<file path="src/rtl/alu_exec_unit_if.sv">
// Issue/broadcast bundle between the reservation station and the integer execute unit.
// master = issuing side (drives rs_*), slave = execute unit (drives alu_*).
interface alu_exec_unit_if #(
  parameter int XLEN = 32,
  parameter int ID_W = 4,
  parameter int OP_W = 4
);
  logic            rs_ready;
  logic [OP_W-1:0] rs_op;
  logic [XLEN-1:0] rs_val1;
  logic [XLEN-1:0] rs_val2;
  logic [ID_W-1:0] rs_id;

  logic            alu_ready;
  logic [XLEN-1:0] alu_res;
  logic [ID_W-1:0] alu_id;

  modport master (
    output rs_ready, rs_op, rs_val1, rs_val2, rs_id,
    input  alu_ready, alu_res, alu_id
  );

  modport slave (
    input  rs_ready, rs_op, rs_val1, rs_val2, rs_id,
    output alu_ready, alu_res, alu_id
  );
endinterface

</file>
<file path="src/rtl/alu_exec_unit.sv">
// Integer execute stage: one op accepted per cycle, result + ROB id broadcast one cycle later.
// Optional macro ALU_OPREG_EN adds an operand register stage (latency 2, still 1 op/cycle).
module alu_exec_unit #(
  parameter int XLEN = 32,
  parameter int ID_W = 4,
  parameter int OP_W = 4
) (
  input  logic clk,
  input  logic rst_n,
  input  logic rdy,
  input  logic flush,
  alu_exec_unit_if.slave bus
);

  localparam logic [OP_W-1:0] ALU_ADD  = OP_W'(0);
  localparam logic [OP_W-1:0] ALU_SUB  = OP_W'(1);
  localparam logic [OP_W-1:0] ALU_AND  = OP_W'(2);
  localparam logic [OP_W-1:0] ALU_OR   = OP_W'(3);
  localparam logic [OP_W-1:0] ALU_XOR  = OP_W'(4);
  localparam logic [OP_W-1:0] ALU_SHL  = OP_W'(5);
  localparam logic [OP_W-1:0] ALU_SHR  = OP_W'(6);
  localparam logic [OP_W-1:0] ALU_SHRA = OP_W'(7);
  localparam logic [OP_W-1:0] ALU_EQ   = OP_W'(8);
  localparam logic [OP_W-1:0] ALU_NEQ  = OP_W'(9);
  localparam logic [OP_W-1:0] ALU_LT   = OP_W'(10);
  localparam logic [OP_W-1:0] ALU_LTU  = OP_W'(11);
  localparam logic [OP_W-1:0] ALU_GE   = OP_W'(12);
  localparam logic [OP_W-1:0] ALU_GEU  = OP_W'(13);

  // Unknown encodings yield 0 but still complete, so the ROB entry retires.
  function automatic logic [XLEN-1:0] aluCompute(
    input logic [OP_W-1:0] op,
    input logic [XLEN-1:0] a,
    input logic [XLEN-1:0] b
  );
    logic        [4:0]      sh;
    logic signed [XLEN-1:0] sa;
    logic signed [XLEN-1:0] sb;
    sh = b[4:0];
    sa = a;
    sb = b;
    aluCompute = '0;
    case (op)
      ALU_ADD:  aluCompute = a + b;
      ALU_SUB:  aluCompute = a - b;
      ALU_AND:  aluCompute = a & b;
      ALU_OR:   aluCompute = a | b;
      ALU_XOR:  aluCompute = a ^ b;
      ALU_SHL:  aluCompute = a << sh;
      ALU_SHR:  aluCompute = a >> sh;
      ALU_SHRA: aluCompute = sa >>> sh;
      ALU_EQ:   aluCompute = XLEN'(a == b);
      ALU_NEQ:  aluCompute = XLEN'(a != b);
      ALU_LT:   aluCompute = XLEN'(sa < sb);
      ALU_LTU:  aluCompute = XLEN'(a < b);
      ALU_GE:   aluCompute = XLEN'(sa >= sb);
      ALU_GEU:  aluCompute = XLEN'(a >= b);
      default:  aluCompute = '0;
    endcase
  endfunction

  logic            aluReady_q;
  logic [XLEN-1:0] aluRes_q;
  logic [ID_W-1:0] aluId_q;
  logic [XLEN-1:0] res_d;

`ifdef ALU_OPREG_EN
  logic            s1Valid_q;
  logic [OP_W-1:0] s1Op_q;
  logic [XLEN-1:0] s1Val1_q;
  logic [XLEN-1:0] s1Val2_q;
  logic [ID_W-1:0] s1Id_q;

  always_ff @(posedge clk or negedge rst_n) begin
    if (!rst_n) begin
      s1Valid_q <= 1'b0;
      s1Op_q    <= '0;
      s1Val1_q  <= '0;
      s1Val2_q  <= '0;
      s1Id_q    <= '0;
    end else if (rdy) begin
      if (flush) begin
        s1Valid_q <= 1'b0;
      end else begin
        s1Valid_q <= bus.rs_ready;
        if (bus.rs_ready) begin
          s1Op_q   <= bus.rs_op;
          s1Val1_q <= bus.rs_val1;
          s1Val2_q <= bus.rs_val2;
          s1Id_q   <= bus.rs_id;
        end
      end
    end
  end

  assign res_d = aluCompute(s1Op_q, s1Val1_q, s1Val2_q);

  always_ff @(posedge clk or negedge rst_n) begin
    if (!rst_n) begin
      aluReady_q <= 1'b0;
      aluRes_q   <= '0;
      aluId_q    <= '0;
    end else if (rdy) begin
      if (flush) begin
        aluReady_q <= 1'b0;
      end else begin
        aluReady_q <= s1Valid_q;
        if (s1Valid_q) begin
          aluRes_q <= res_d;
          aluId_q  <= s1Id_q;
        end
      end
    end
  end
`else
  assign res_d = aluCompute(bus.rs_op, bus.rs_val1, bus.rs_val2);

  // Result/id only update on an accepted op; they are stale but harmless while alu_ready=0.
  always_ff @(posedge clk or negedge rst_n) begin
    if (!rst_n) begin
      aluReady_q <= 1'b0;
      aluRes_q   <= '0;
      aluId_q    <= '0;
    end else if (rdy) begin
      if (flush) begin
        aluReady_q <= 1'b0;
      end else begin
        aluReady_q <= bus.rs_ready;
        if (bus.rs_ready) begin
          aluRes_q <= res_d;
          aluId_q  <= bus.rs_id;
        end
      end
    end
  end
`endif

  assign bus.alu_ready = aluReady_q;
  assign bus.alu_res   = aluRes_q;
  assign bus.alu_id    = aluId_q;

endmodule
</file>
<file path="src/flat_wrapper.sv">
// flat-port wrapper written by rule: the top's interface ports become plain ports
module alu_exec_unit_flat 
#(
  parameter int XLEN = 32,
  parameter int ID_W = 4,
  parameter int OP_W = 4
)
  (clk, rst_n, rdy, flush, bus_rs_ready, bus_rs_op, bus_rs_val1, bus_rs_val2, bus_rs_id, bus_alu_ready, bus_alu_res, bus_alu_id);
  alu_exec_unit_if #(.XLEN(XLEN), .ID_W(ID_W), .OP_W(OP_W)) bus_i ();
  input  logic clk;
  input  logic rst_n;
  input  logic rdy;
  input  logic flush;
  input wire logic [$bits(bus_i.rs_ready)-1:0] bus_rs_ready;
  input wire logic [$bits(bus_i.rs_op)-1:0] bus_rs_op;
  input wire logic [$bits(bus_i.rs_val1)-1:0] bus_rs_val1;
  input wire logic [$bits(bus_i.rs_val2)-1:0] bus_rs_val2;
  input wire logic [$bits(bus_i.rs_id)-1:0] bus_rs_id;
  output wire logic [$bits(bus_i.alu_ready)-1:0] bus_alu_ready;
  output wire logic [$bits(bus_i.alu_res)-1:0] bus_alu_res;
  output wire logic [$bits(bus_i.alu_id)-1:0] bus_alu_id;
  assign bus_i.rs_ready = bus_rs_ready;
  assign bus_i.rs_op = bus_rs_op;
  assign bus_i.rs_val1 = bus_rs_val1;
  assign bus_i.rs_val2 = bus_rs_val2;
  assign bus_i.rs_id = bus_rs_id;
  assign bus_alu_ready = bus_i.alu_ready;
  assign bus_alu_res = bus_i.alu_res;
  assign bus_alu_id = bus_i.alu_id;
  alu_exec_unit #(.XLEN(XLEN), .ID_W(ID_W), .OP_W(OP_W)) u_core (.clk(clk), .rst_n(rst_n), .rdy(rdy), .flush(flush), .bus(bus_i));
endmodule
</file>
<file path="config.mk">
export PLATFORM = sky130hd
export DESIGN_NAME = alu_exec_unit_flat
export DESIGN_NICKNAME = d
export VERILOG_FILES = /design/src/rtl/alu_exec_unit_if.sv /design/src/rtl/alu_exec_unit.sv /design/src/flat_wrapper.sv
export SDC_FILE = /design/constraint.sdc
export NUM_CORES = 1
export LEC_CHECK = 0
export ABC_AREA = 1
export CAP_MARGIN = 15
export CORE_ASPECT_RATIO = 0.9
export CORE_MARGIN = 3
export CORE_UTILIZATION = 25
export CTS_BUF_LIST = sky130_fd_sc_hd__clkbuf_2 sky130_fd_sc_hd__clkbuf_4 sky130_fd_sc_hd__clkbuf_8
export DETAILED_ROUTE_END_ITERATION = 12
export PLACE_DENSITY = 0.41
export SLEW_MARGIN = 20
export SYNTH_ARGS = -nofsm -noshare
export SYNTH_HDL_FRONTEND = slang
export SYNTH_SLANG_ARGS = --single-unit
</file>
<file path="constraint.sdc">
create_clock -name clk -period 1.6 [get_ports clk]
set_input_delay 0.32 -clock clk [delete_from_list [all_inputs] [get_ports clk]]
set_output_delay 0.32 -clock clk [all_outputs]
set_load 0.02 [all_outputs]
</file>
==> results by group, run 1 <==
Outcome
  • Outcome: complete, but fails checks
  • Failing checks: setup timing

Detailed routing
  • Routed wire per std cell: 21.57 um
  • DR vias: 17325
  • Router iterations before antenna repair: 8
  • Initial DRC Count: 1444
  • Post-Route WL: 73420 um
  • Post-route DRC violation count: 0
  • Post-DR vias/cell: 5.091
  • Antenna Violating Nets Remaining: 0

Layout
  • ANT cells: 0
  • Fill count: 4638
  • Non-filler instance count after layout: 3403
  • Area of the multi-input gates: 12010 um^2
  • Layout cells sized above 1: 0.4902
  • Layout area overhead: 90.91%
  • Post-layout util: 0.4888
  • Nets: 2988
  • FF+latch area: between 900 and 1000 um^2

Clocking
  • CTS Sinks: 37
  • Clock buffer depth: 2
  • CTS Buf Count: 5
  • Hold-fix buffers at CTS: 0
  • Max H-tree Level: 2
  • Clock Root Buffer: clkbuf_8
  • CTS clk-pin slew, worst paths: 0.09 ns
  • CTS tree: built
  • Clock latency on the worst-skew pair: 0.31 ns

Global route
  • First-pass GRT wire length: 107100 um
  • Total global routing overflow: 0
  • Initial antenna violation count: 0
  • GR Util All Layers: 0.3017
  • Vias in the first global route: around 17000
  • Pin count of the biggest net entering global routing: 38

Placement
  • Dpl hpwl: between 60000 and 70000 um
  • PortBufs: 113
  • Placed cells: 3322
  • Placer congestion estimate: 0.9764
  • Placement Setup Slack: -1.531 ns

STA
  • Transition time of the tightest slew-check pin: 0.5605 ns
  • Slew Limit Fails: 0
  • Clock skew: 0 ns
  • Fin crit share: 1.334
  • Final WS setup: -0.5339 ns
  • Setup-failing EPs final: 32
  • Slew HR: 0.6251
  • Fmax: between 400 and 500 MHz
  • Final hold violation count: 0
  • RSZ-0062 raised after global routing: yes
  • Min cycle time layout: 2.134 ns

Floorplanning
  • IO Pins: 114
  • Placement row count: 72
  • Initial Utilization: 0.2560
  • Die height: 206.1 um
  • DIE AREA: around 47000 um^2
  • Core ar.: 43420 um^2
  • Die W: 228.3 um

Setup path
  • CP delay by family, top: simple AND/OR/NAND/NOR gates
  • Maximum fanout along the worst path: 7
  • Most used cell along the critical path: nand2_1
  • CP Launch Type: input pin
  • Worst EP arrival: 2.35 ns
  • Critical path data required time: about 1.8 ns
  • Critical Path End Type: flop
  • WP buf/inv: 2
  • Crit path cell chain: buf_12, ha_4, fa_2, nand2_2, nand3_4, buf_6, and2_4, nand2_2, nand3_2, a21oi_1, o21ai_1, nand2_1, nand4_1, nand2_1, nand2_1
  • CP max stage delay: 0.36 ns
  • CP Class: in -> reg
  • CP max-delay cell: fa_2

Power
  • Max VDD drop: a little over 0.3 mV
  • Static Leakage: 10.56 nW
  • Power per standard cell area: 462.4 nW/um^2
  • Power Total: 0.009813 W

Yosys
  • Mapped Cells: 2130
  • Synth Register Bits: 37
  • Avg Cell Area, Syn: between 5 and 6 um^2
  • Leading cell type by number of instances after synthesis: nand2_1
  • Largest area contributor in the netlist: nand2_1
  • Most common library cells after synthesis: nand2_1 (743), nand3_1 (355), inv_1 (216), nor2_1 (177), ha_1 (99)
  • Post-synthesis async set-or-reset flop share: 1.000
  • Synth top area share: 0.2509
  • Post-synth net total: between 2000 and 2500
  • Seq/Total Area, Yosys: 0.08329
  • Top post-synthesis cells by area: nand2_1 (25%), nand3_1 (16%), ha_1 (11%)
  • Mapped Area: 11120 um^2
  • Yosys warnings: 0
  • EDFF count, synth: 0
  • Synth unique cells: 50
  • Synth Flop Type: dfrtp_1

Min path
  • Hold crit path type: in -> async

Job
  • Max-cap violations: 0
## worst register-to-register path: stages (launching register included)
cell     delay, ns
dfrtp_1       0.43
nand2_1       0.09
nand2_1       0.05
## layout by cell type, fill, tap and decap left out, types with 8 or more instances in the layout
| cell | synthesis | routed |
|---|---|---|
| nand2_1 | 743 | 572 |
| buf_4 | 9 | 565 |
| nand3_1 | 355 | 269 |
| inv_1 | 216 | 129 |
| nand2_2 | 4 | 129 |
| nor2_1 | 177 | 89 |
| buf_6 | 4 | 81 |
| nand3_2 | 1 | 74 |
| inv_2 | 10 | 71 |
| nor2_2 | 7 | 52 |
| ha_1 | 99 | 47 |
| nand2_4 | 0 | 44 |
| nor2_4 | 0 | 43 |
| dlygate4sd2_1 | 0 | 41 |
| ha_4 | 0 | 39 |
| a21oi_2 | 3 | 37 |
| dfrtp_1 | 37 | 37 |
| o21ai_0 | 78 | 36 |
| o21ai_1 | 18 | 36 |
| o211ai_1 | 34 | 34 |
| a21oi_1 | 96 | 33 |
| buf_2 | 49 | 31 |
| a21oi_4 | 0 | 29 |
| nand4_1 | 25 | 25 |
| inv_4 | 1 | 23 |
| o21a_1 | 18 | 17 |
| o21ai_2 | 2 | 16 |
| buf_12 | 0 | 16 |
| nor3_2 | 1 | 15 |
| nand3_4 | 0 | 13 |
| ha_2 | 0 | 13 |
| o22ai_1 | 13 | 12 |
| o21ai_4 | 0 | 10 |
| nand3b_1 | 8 | 8 |
## kinds of logic (layout without fill, tap and decap cells)
logic type               count (synthesis)  count (layout)  share of synthesized area
adder cells (fa/ha/maj)                101             101                     0.1150
multiplexers                             1               1                  0.0009004
AND/OR/NAND/NOR                       1360            1360                     0.5169
AO/OA/AOI/OAI                          299             299                     0.1579
flip-flops                              37              37                    0.08329
XOR/XNOR                                 5               5                   0.003939
buffers and inverters                  327            1008                     0.1220
## flip-flops by register name, indices dropped and copies added, names as in the netlist
name / count
u_core.bus.alu_id: 4
u_core.bus.alu_res: 32
u_core.bus.alu_ready: 1
## metrics by stage
step           hold slack, ns  cell area, um^2  TNS, ns
2_1_floorplan         0.02441            11470   -10.76
3_3_place_gp           0.3996            17270   -43.35
5_1_grt               0.08089            21220   -14.64
4_1_cts               0.05761            20720   -11.36
6_report              0.04032            21220   -11.73
3_5_place_dp           0.4070            17270   -43.98
## repair_timing
action	4_1_cts	5_1_grt
setup buffers	62	14
cloned	2	0
pin swaps	257	83
setup endpoints to repair	64	37
gates resized for setup	1064	130
## routing by layer
metal	vias to the layer above	wire length (um)	GRT usage
li1	8350	-	-
met1	8351	34250	0.4185
met2	533	33190	0.5054
met3	91	3771	0.02991
met4	0	2208	0.07033
met5	-	0	0
## report_power, final
group / total (W) / switching (W) / internal [W]
clock network: 0.00104 / 0.000408 / 0.000628
logic: 0.00761 / 0.00432 / 0.00329
registers: 0.00117 / 0.0000844 / 0.00109
total: 0.00981 / 0.00481 / 0.00500
## layout make-up
type	count	share of cell area
inverters	230	0.04699
clock inverters	3	0.003243
multi-input cells	1766	0.5657
well taps	592	0.03490
repair buffers	770	0.3023
clock buffers	5	0.003243
flip-flops and latches	37	0.04363
## path summary, 6_finish.rpt
check	startpoint	depth (start not counted)	slack, ns	end
setup reg to reg	u_core.bus.alu_res[13]$_DFFE_PN0P_	2	0.94	u_core.bus.alu_res[13]$_DFFE_PN0P_
hold / removal	rst_n	2	0.04	u_core.bus.alu_id[2]$_DFFE_PN0P_
min in group clk	u_core.bus.alu_res[18]$_DFFE_PN0P_	2	0.47	u_core.bus.alu_res[18]$_DFFE_PN0P_
max in group asynchronous	rst_n	2	1.20	u_core.bus.alu_res[3]$_DFFE_PN0P_
hold reg to reg	u_core.bus.alu_res[18]$_DFFE_PN0P_	2	0.47	u_core.bus.alu_res[18]$_DFFE_PN0P_
setup / recovery	bus_rs_val2[0]	15	-0.53	u_core.bus.alu_res[12]$_DFFE_PN0P_
(Power assumes the default switching activity.)
==> inputs of run 2 (changes only) <==
--- a/config.mk
+++ b/config.mk
@@ -13,6 +13,7 @@
 export CTS_BUF_LIST = sky130_fd_sc_hd__clkbuf_2 sky130_fd_sc_hd__clkbuf_4 sky130_fd_sc_hd__clkbuf_8
 export DETAILED_ROUTE_END_ITERATION = 12
 export PLACE_DENSITY = 0.41
+export RECOVER_POWER = 100
 export SLEW_MARGIN = 20
 export SYNTH_ARGS = -nofsm -noshare
 export SYNTH_HDL_FRONTEND = slang
==> results by group, run 2 (synthesis results as in run 1) <==
Floorplanning
  • DIE AREA: 47040 um^2 (unchanged)
  • Die W: 228.3 um (unchanged)
  • Placement row count: 72 (unchanged)
  • Core ar.: 43420 um^2 (unchanged)
  • Die height: 206.1 um (unchanged)
  • IO Pins: 114 (unchanged)
  • Initial Utilization: 0.2560 (unchanged)

Clocking
  • Max H-tree Level: 2 (unchanged)
  • Clock buffer depth: 2 (unchanged)
  • Clock Root Buffer: clkbuf_8
  • Clock latency on the worst-skew pair: 0.31 ns (about the same)
  • CTS Sinks: 37 (unchanged)
  • CTS Buf Count: 5 (unchanged)
  • CTS tree: built
  • Hold-fix buffers at CTS: 0 (unchanged)
  • CTS clk-pin slew, worst paths: 0.09 ns (about the same)

Global route
  • Pin count of the biggest net entering global routing: 38 (unchanged)
  • Initial antenna violation count: 0 (unchanged)
  • Total global routing overflow: 0 (unchanged)
  • GR Util All Layers: 0.3017 (unchanged)
  • Vias in the first global route: 17392 (unchanged)
  • First-pass GRT wire length: 107100 um (unchanged)

Layout
  • FF+latch area: 925.9 um^2 (unchanged)
  • Layout cells sized above 1: 0.4895 (-0.0007115)
  • Fin area: 21170 um^2 (-0.24%)
  • Fill count: 4652 (+0.30%)
  • ANT cells: 0 (unchanged)
  • Nets: 2988 (unchanged)
  • Most frequent cells in the layout: nand2_1 (572), buf_4 (563), nand3_1 (269)
  • Most common cell after layout, fill and taps aside: nand2_1
  • Max FFs per register: 32 (unchanged)
  • Layout area overhead: 90.44%
  • Area of the multi-input gates: 12000 um^2 (about the same)
  • Post-layout util: 0.4876 (-0.001181)

Detailed routing
  • Router iterations before antenna repair: 6 (-2)
  • DR vias: 17337 (+0.069%)
  • Antenna Violating Nets Remaining: 0 (unchanged)
  • Routed wire per std cell: 21.58 um (about the same)
  • Post-route DRC violation count: 0 (unchanged)
  • Post-Route WL: 73430 um (about the same)
  • Initial DRC Count: 1408 (-2.5%)
  • Post-DR vias/cell: 5.095 (about the same)

STA
  • Slew HR: 0.3706 (-0.2546)
  • Clock skew: 0 ns (unchanged)
  • Setup-failing EPs final: 32 (unchanged)
  • Final hold violation count: 0 (unchanged)
  • Final WS setup: -0.5264 ns (+0.007537 ns)
  • Transition time of the tightest slew-check pin: 0.9441 ns (+0.3837 ns)
  • Fmax: 470.3 MHz (+0.35%)
  • Slew Limit Fails: 0 (unchanged)
  • Min cycle time layout: 2.126 ns (-0.007537 ns)
  • RSZ-0062 raised after global routing: yes
  • Fin crit share: 1.329 (-0.004711)

Job
  • Max-cap violations: 0 (unchanged)

Setup path
  • Worst EP arrival: 2.34 ns (about the same)
  • Worst Reg-to-Reg Cells: 2 (unchanged)
  • Crit path cell chain: buf_12, ha_4, fa_2, nand2_2, nand3_4, buf_6, and2_4, nand2_2, nand3_2, a21oi_1, o21ai_1, nand2_1, nand4_1, nand2_1, nand2_1
  • CP max stage delay: 0.36 ns (about the same)
  • CP Launch Type: input pin
  • Reg2Reg Setup Slack: 0.94 ns (about the same)
  • Most used cell along the critical path: nand2_1
  • CP max-delay cell: fa_2
  • Maximum fanout along the worst path: 7 (unchanged)
  • CP delay by family, top: simple AND/OR/NAND/NOR gates
  • Worst r2r src: u_core.bus.alu_res[13]$_DFFE_PN0P_
  • Critical Path End Type: flop
  • Critical path data required time: 1.81 ns (about the same)
  • CP Class: in -> reg
  • Critical register-to-register path endpoint: u_core.bus.alu_res[13]$_DFFE_PN0P_
  • WP buf/inv: 2 (unchanged)

Placement
  • Area post-placement: 17270 um^2 (unchanged)
  • PortBufs: 113 (unchanged)
  • Dpl hpwl: 60700 um (unchanged)
  • Placer congestion estimate: 0.9764 (unchanged)
  • Placement Setup Slack: -1.531 ns (unchanged)

Min path
  • Hold crit path type: in -> async

Power
  • Flop pwr share: 0.120 (about the same)
  • Clock Power Share: 0.106 (about the same)
  • Sw frac: 0.4916 (+0.001272)
  • Internal Dissipation: 0.004977 W (-0.47%)
  • Switching power: 0.004813 W (about the same)
  • Logic pwr share: 0.774 (about the same)
  • Static Leakage: 10.47 nW (-0.87%)
  • Max VDD drop: 0.3051 mV (about the same)
  • Power per standard cell area: 462.4 nW/um^2 (about the same)

Outcome
  • Failing checks: setup timing
  • Outcome: complete, but fails checks
==> run 2: worst max-delay path by stage <==
| stage | from | to | slack [ns] | cells past startpoint |
|---|---|---|---|---|
| 6_report | bus_rs_val2[0] | u_core.bus.alu_res[12]$_DFFE_PN0P_ | -0.53 | 15 |
| 5_1_grt | bus_rs_val1[23] | u_core.bus.alu_res[31]$_DFFE_PN0P_ | -0.60 | 16 |
| 4_1_cts | bus_rs_val2[0] | u_core.bus.alu_res[12]$_DFFE_PN0P_ | -0.51 | 15 |
| 3_5_place_dp | bus_rs_val2[20] | u_core.bus.alu_res[31]$_DFFE_PN0P_ | -1.53 | 15 |
| 3_3_place_gp | bus_rs_val2[14] | u_core.bus.alu_res[29]$_DFFE_PN0P_ | -1.55 | 14 |
| 2_1_floorplan | bus_rs_val2[1] | u_core.bus.alu_res[0]$_DFFE_PN0P_ | -0.50 | 19 |
==> run 2: power groups by stage <==
stage,combinational [W],clock [W],sequential (W)
global placement,0.00592,0,0.00120
global route,0.00806,0.00110,0.00119
floorplan,0.00251,0,0.00138
finish,0.00758,0.00104,0.00117
detailed placement,0.00591,0,0.00120
CTS,0.00725,0.00105,0.00118
==> run 2: final cells by class <==
type | count | share of cell area
inverter | 230 | 0.04710
clock buffer | 5 | 0.003250
clock inverter | 3 | 0.003250
timing repair buffer | 770 | 0.3007
sequential | 37 | 0.04373
tap | 592 | 0.03499
multi-input combinational | 1766 | 0.5670
==> run 2: what timing repair did <==
action | 4_1_cts | 5_1_grt
gates cloned | 2 | 0
setup endpoints to repair | 64 | 37
resized for setup | 1064 | 130
setup buffers | 62 | 14
pin swaps | 257 | 83
==> run 2: per-stage QoR <==
| stage | cells | TNS, ns | power (W) | hold WS [ns] |
|---|---|---|---|---|
| finish | 3403 | -11.79 | 0.009791 | 0.2171 |
| global placement | 3322 | -43.35 | 0.007118 | 0.3996 |
| detailed placement | 3322 | -43.98 | 0.007110 | 0.4070 |
| global route | 3403 | -14.82 | 0.01035 | 0.3099 |
| floorplan | 2130 | -10.76 | 0.003885 | 0.02441 |
| CTS | 3390 | -11.36 | 0.009477 | 0.05761 |
==> run 2: per-layer routing <==
metal	track usage	wire length, um	vias to the layer above
li1	-	-	8353
met1	0.4185	34200	8348
met2	0.5054	33170	539
met3	0.02991	3799	97
met4	0.07033	2254	0
met5	0	0	-
==> run 2: worst register-to-register path, cell delays in order (launching register included) <==
cell	delay [ns]
dfrtp_1	0.43
nand2_1	0.09
nand2_1	0.05
==> inputs of run 3 (changes only) <==
--- a/config.mk
+++ b/config.mk
@@ -18,3 +18,4 @@
 export SYNTH_ARGS = -nofsm -noshare
 export SYNTH_HDL_FRONTEND = slang
 export SYNTH_SLANG_ARGS = --single-unit
+export TNS_END_PERCENT = 20
==> results by group, run 3 (synthesis results as in run 1) <==
Outcome
  • Outcome: complete, but fails checks
  • Failing checks: setup timing

Setup path
  • Critical Path End Type: flop
  • CP max stage delay: 0.43 ns (+0.07 ns)
  • WP buf/inv: 3 (+1)
  • CP Launch Type: input pin
  • Worst r2r src: u_core.bus.alu_res[17]$_DFFE_PN0P_
  • Worst EP arrival: 2.28 ns (-0.06 ns)
  • Reg2Reg Setup Slack: 0.86 ns (-0.08 ns)
  • Critical path data required time: 1.81 ns (about the same)
  • CP Class: in -> reg
  • Critical register-to-register path endpoint: u_core.bus.alu_res[17]$_DFFE_PN0P_
  • CP max-delay cell: o211ai_1
  • Critical Path Stages: 9 (-6)
  • Maximum fanout along the worst path: 16 (+9)
  • Worst Reg-to-Reg Cells: 2 (unchanged)
  • Crit. Startpoint: bus_rs_val2[3]
  • Crit path cell chain: buf_4, buf_4, buf_4, o21ai_0, nand2_1, o211ai_1, nand4_1, nand2_1, nand2_1
  • CP delay by family, top: compound AO/OA/AOI/OAI gates

Clocking
  • Clock latency on the worst-skew pair: 0.33 ns (+0.02 ns)
  • CTS Sinks: 37 (unchanged)
  • CTS clk-pin slew, worst paths: 0.07 ns (-0.02 ns)
  • Clock Root Buffer: clkbuf_8
  • Max H-tree Level: 2 (unchanged)
  • Clock buffer depth: 2 (unchanged)
  • CTS tree: built
  • CTS Buf Count: 5 (unchanged)

Detailed routing
  • Routed wire per std cell: 21.44 um (-0.66%)
  • DR vias: 17241 (-0.55%)
  • Router iterations before antenna repair: 5 (-1)
  • Antenna Violating Nets Remaining: 0 (unchanged)
  • Post-DR vias/cell: 5.095 (about the same)
  • Initial DRC Count: 1541 (+9.4%)
  • Post-Route WL: 72540 um (-1.2%)
  • Post-route DRC violation count: 0 (unchanged)

Floorplanning
  • IO Pins: 114 (unchanged)
  • Placement row count: 72 (unchanged)
  • Die height: 206.1 um (unchanged)
  • Die W: 228.3 um (unchanged)
  • Initial Utilization: 0.2560 (unchanged)
  • DIE AREA: 47040 um^2 (unchanged)
  • Core ar.: 43420 um^2 (unchanged)

STA
  • RSZ-0062 raised after global routing: yes
  • Fmax: 484.3 MHz (+3.0%)
  • Slew HR: 0.5336 (+0.1630)
  • Min cycle time layout: 2.065 ns (-0.06131 ns)
  • Final hold violation count: 0 (unchanged)
  • Transition time of the tightest slew-check pin: 0.6996 ns (-0.2445 ns)
  • Fin crit share: 1.291 (-0.03832)
  • Slew Limit Fails: 0 (unchanged)
  • Clock skew: 0 ns (unchanged)
  • Setup-failing EPs final: 32 (unchanged)
  • Final WS setup: -0.4650 ns (+0.06131 ns)
  • Setup tns final: -12.10 ns (-0.3055 ns)

Placement
  • PortBufs: 113 (unchanged)
  • Placer congestion estimate: 0.9409 (-3.6%)
  • Area post-placement: 16970 um^2 (-1.7%)
  • Dpl hpwl: 60120 um (-0.96%)

Min path
  • Hold Path Origin: u_core.bus.alu_res[18]$_DFFE_PN0P_
  • Worst hold stages: 2
  • Hold Crit Endpoint: u_core.bus.alu_res[18]$_DFFE_PN0P_
  • Hold crit path type: reg -> reg

Global route
  • GR Util All Layers: 0.2984 (-0.003289)
  • Initial antenna violation count: 1 (+1)
  • First-pass GRT wire length: 105700 um (-1.2%)
  • Pin count of the biggest net entering global routing: 60 (+58%)
  • Vias in the first global route: 17045 (-2.0%)
  • Met1 usage: 0.4168 (-0.001677)
  • M2 GR Usage: 0.4990 (-0.006472)
  • Total global routing overflow: 0 (unchanged)
  • GR peak layer: met2
  • Met3 GRT Util: 0.02894 (-0.0009647)

Layout
  • ANT cells: 0 (unchanged)
  • Most frequent cells in the layout: nand2_1 (585), buf_4 (565), nand3_1 (261)
  • Most common cell after layout, fill and taps aside: nand2_1
  • Max FFs per register: 32 (unchanged)
  • Layout cells sized above 1: 0.4703 (-0.01923)
  • Layout area overhead: 85.94%
  • Nets: 2969 (-0.64%)
  • Fin area: 20670 um^2 (-2.4%)

Power
  • Power per standard cell area: 458.3 nW/um^2 (-0.90%)
  • Max VDD drop: 0.3646 mV (+20%)
  • Static Leakage: 10.43 nW (-0.36%)

Job
  • Max-cap violations: 0 (unchanged)
-- run 3: how the worst max path moves through the flow --
stage / endpoint / slack [ns]
after floorplan: u_core.bus.alu_res[0]$_DFFE_PN0P_ / -0.50
after global placement: u_core.bus.alu_res[6]$_DFFE_PN0P_ / -1.62
after detailed placement: u_core.bus.alu_res[6]$_DFFE_PN0P_ / -1.58
after CTS: u_core.bus.alu_res[14]$_DFFE_PN0P_ / -0.48
after global routing: u_core.bus.alu_res[8]$_DFFE_PN0P_ / -0.52
final: u_core.bus.alu_res[12]$_DFFE_PN0P_ / -0.47
-- run 3: stage by stage --
stage | setup slack [ns] | power (W) | instances | hold WS, ns | utilization
after global placement | -1.619 | 0.007035 | 3303 | 0.3677 | 0.3908
after floorplan | -0.5019 | 0.003832 | 2130 | 0.02441 | -
after global routing | -0.5198 | 0.01003 | 3384 | 0.4990 | 0.4761
after detailed placement | -1.583 | 0.007019 | 3303 | 0.3665 | 0.3908
after CTS | -0.4798 | 0.009112 | 3372 | 0.4809 | 0.4620
final | -0.4650 | 0.009473 | 3384 | 0.4748 | 0.4761
-- run 3: final cells by class --
cell class	instances	area (um^2)
repair buffers	751	6238
multi-input cells	1766	11700
flip-flops and latches	37	925.9
well taps	592	740.7
clock buffers	6	82.58
inverters	230	947.2
clock inverters	2	37.54
fillers	4664	22750
-- run 3: metal layers --
layer	up-vias	wire length [um]
met5	-	16
met2	587	33160
met4	2	1703
met1	8247	33440
li1	8317	-
met3	88	4220
-- run 3: where the power goes --
part           switching, W  leakage (nW)  internal (W)  total [W]
Sequential        0.0000887         0.486       0.00109    0.00118
Combinational       0.00419          9.88       0.00314    0.00733
Clock              0.000460        0.0574      0.000508   0.000968
-- run 3: repair_timing --
item / 4_1_cts / 5_1_grt
gates cloned: 2 / 0
buffers inserted: 61 / 12
pin swaps: 223 / 104
endpoints found under the hold margin: 2 / 0
resized for setup: 959 / 162
endpoints found under the setup margin: 69 / 32
hold buffers: 1 / 0
-- run 3: worst register-to-register path: cells and delay by family (launching register included) --
family	cells	cell delay [ns]
flip-flops	1	0.48
AND/OR/NAND/NOR	2	0.17
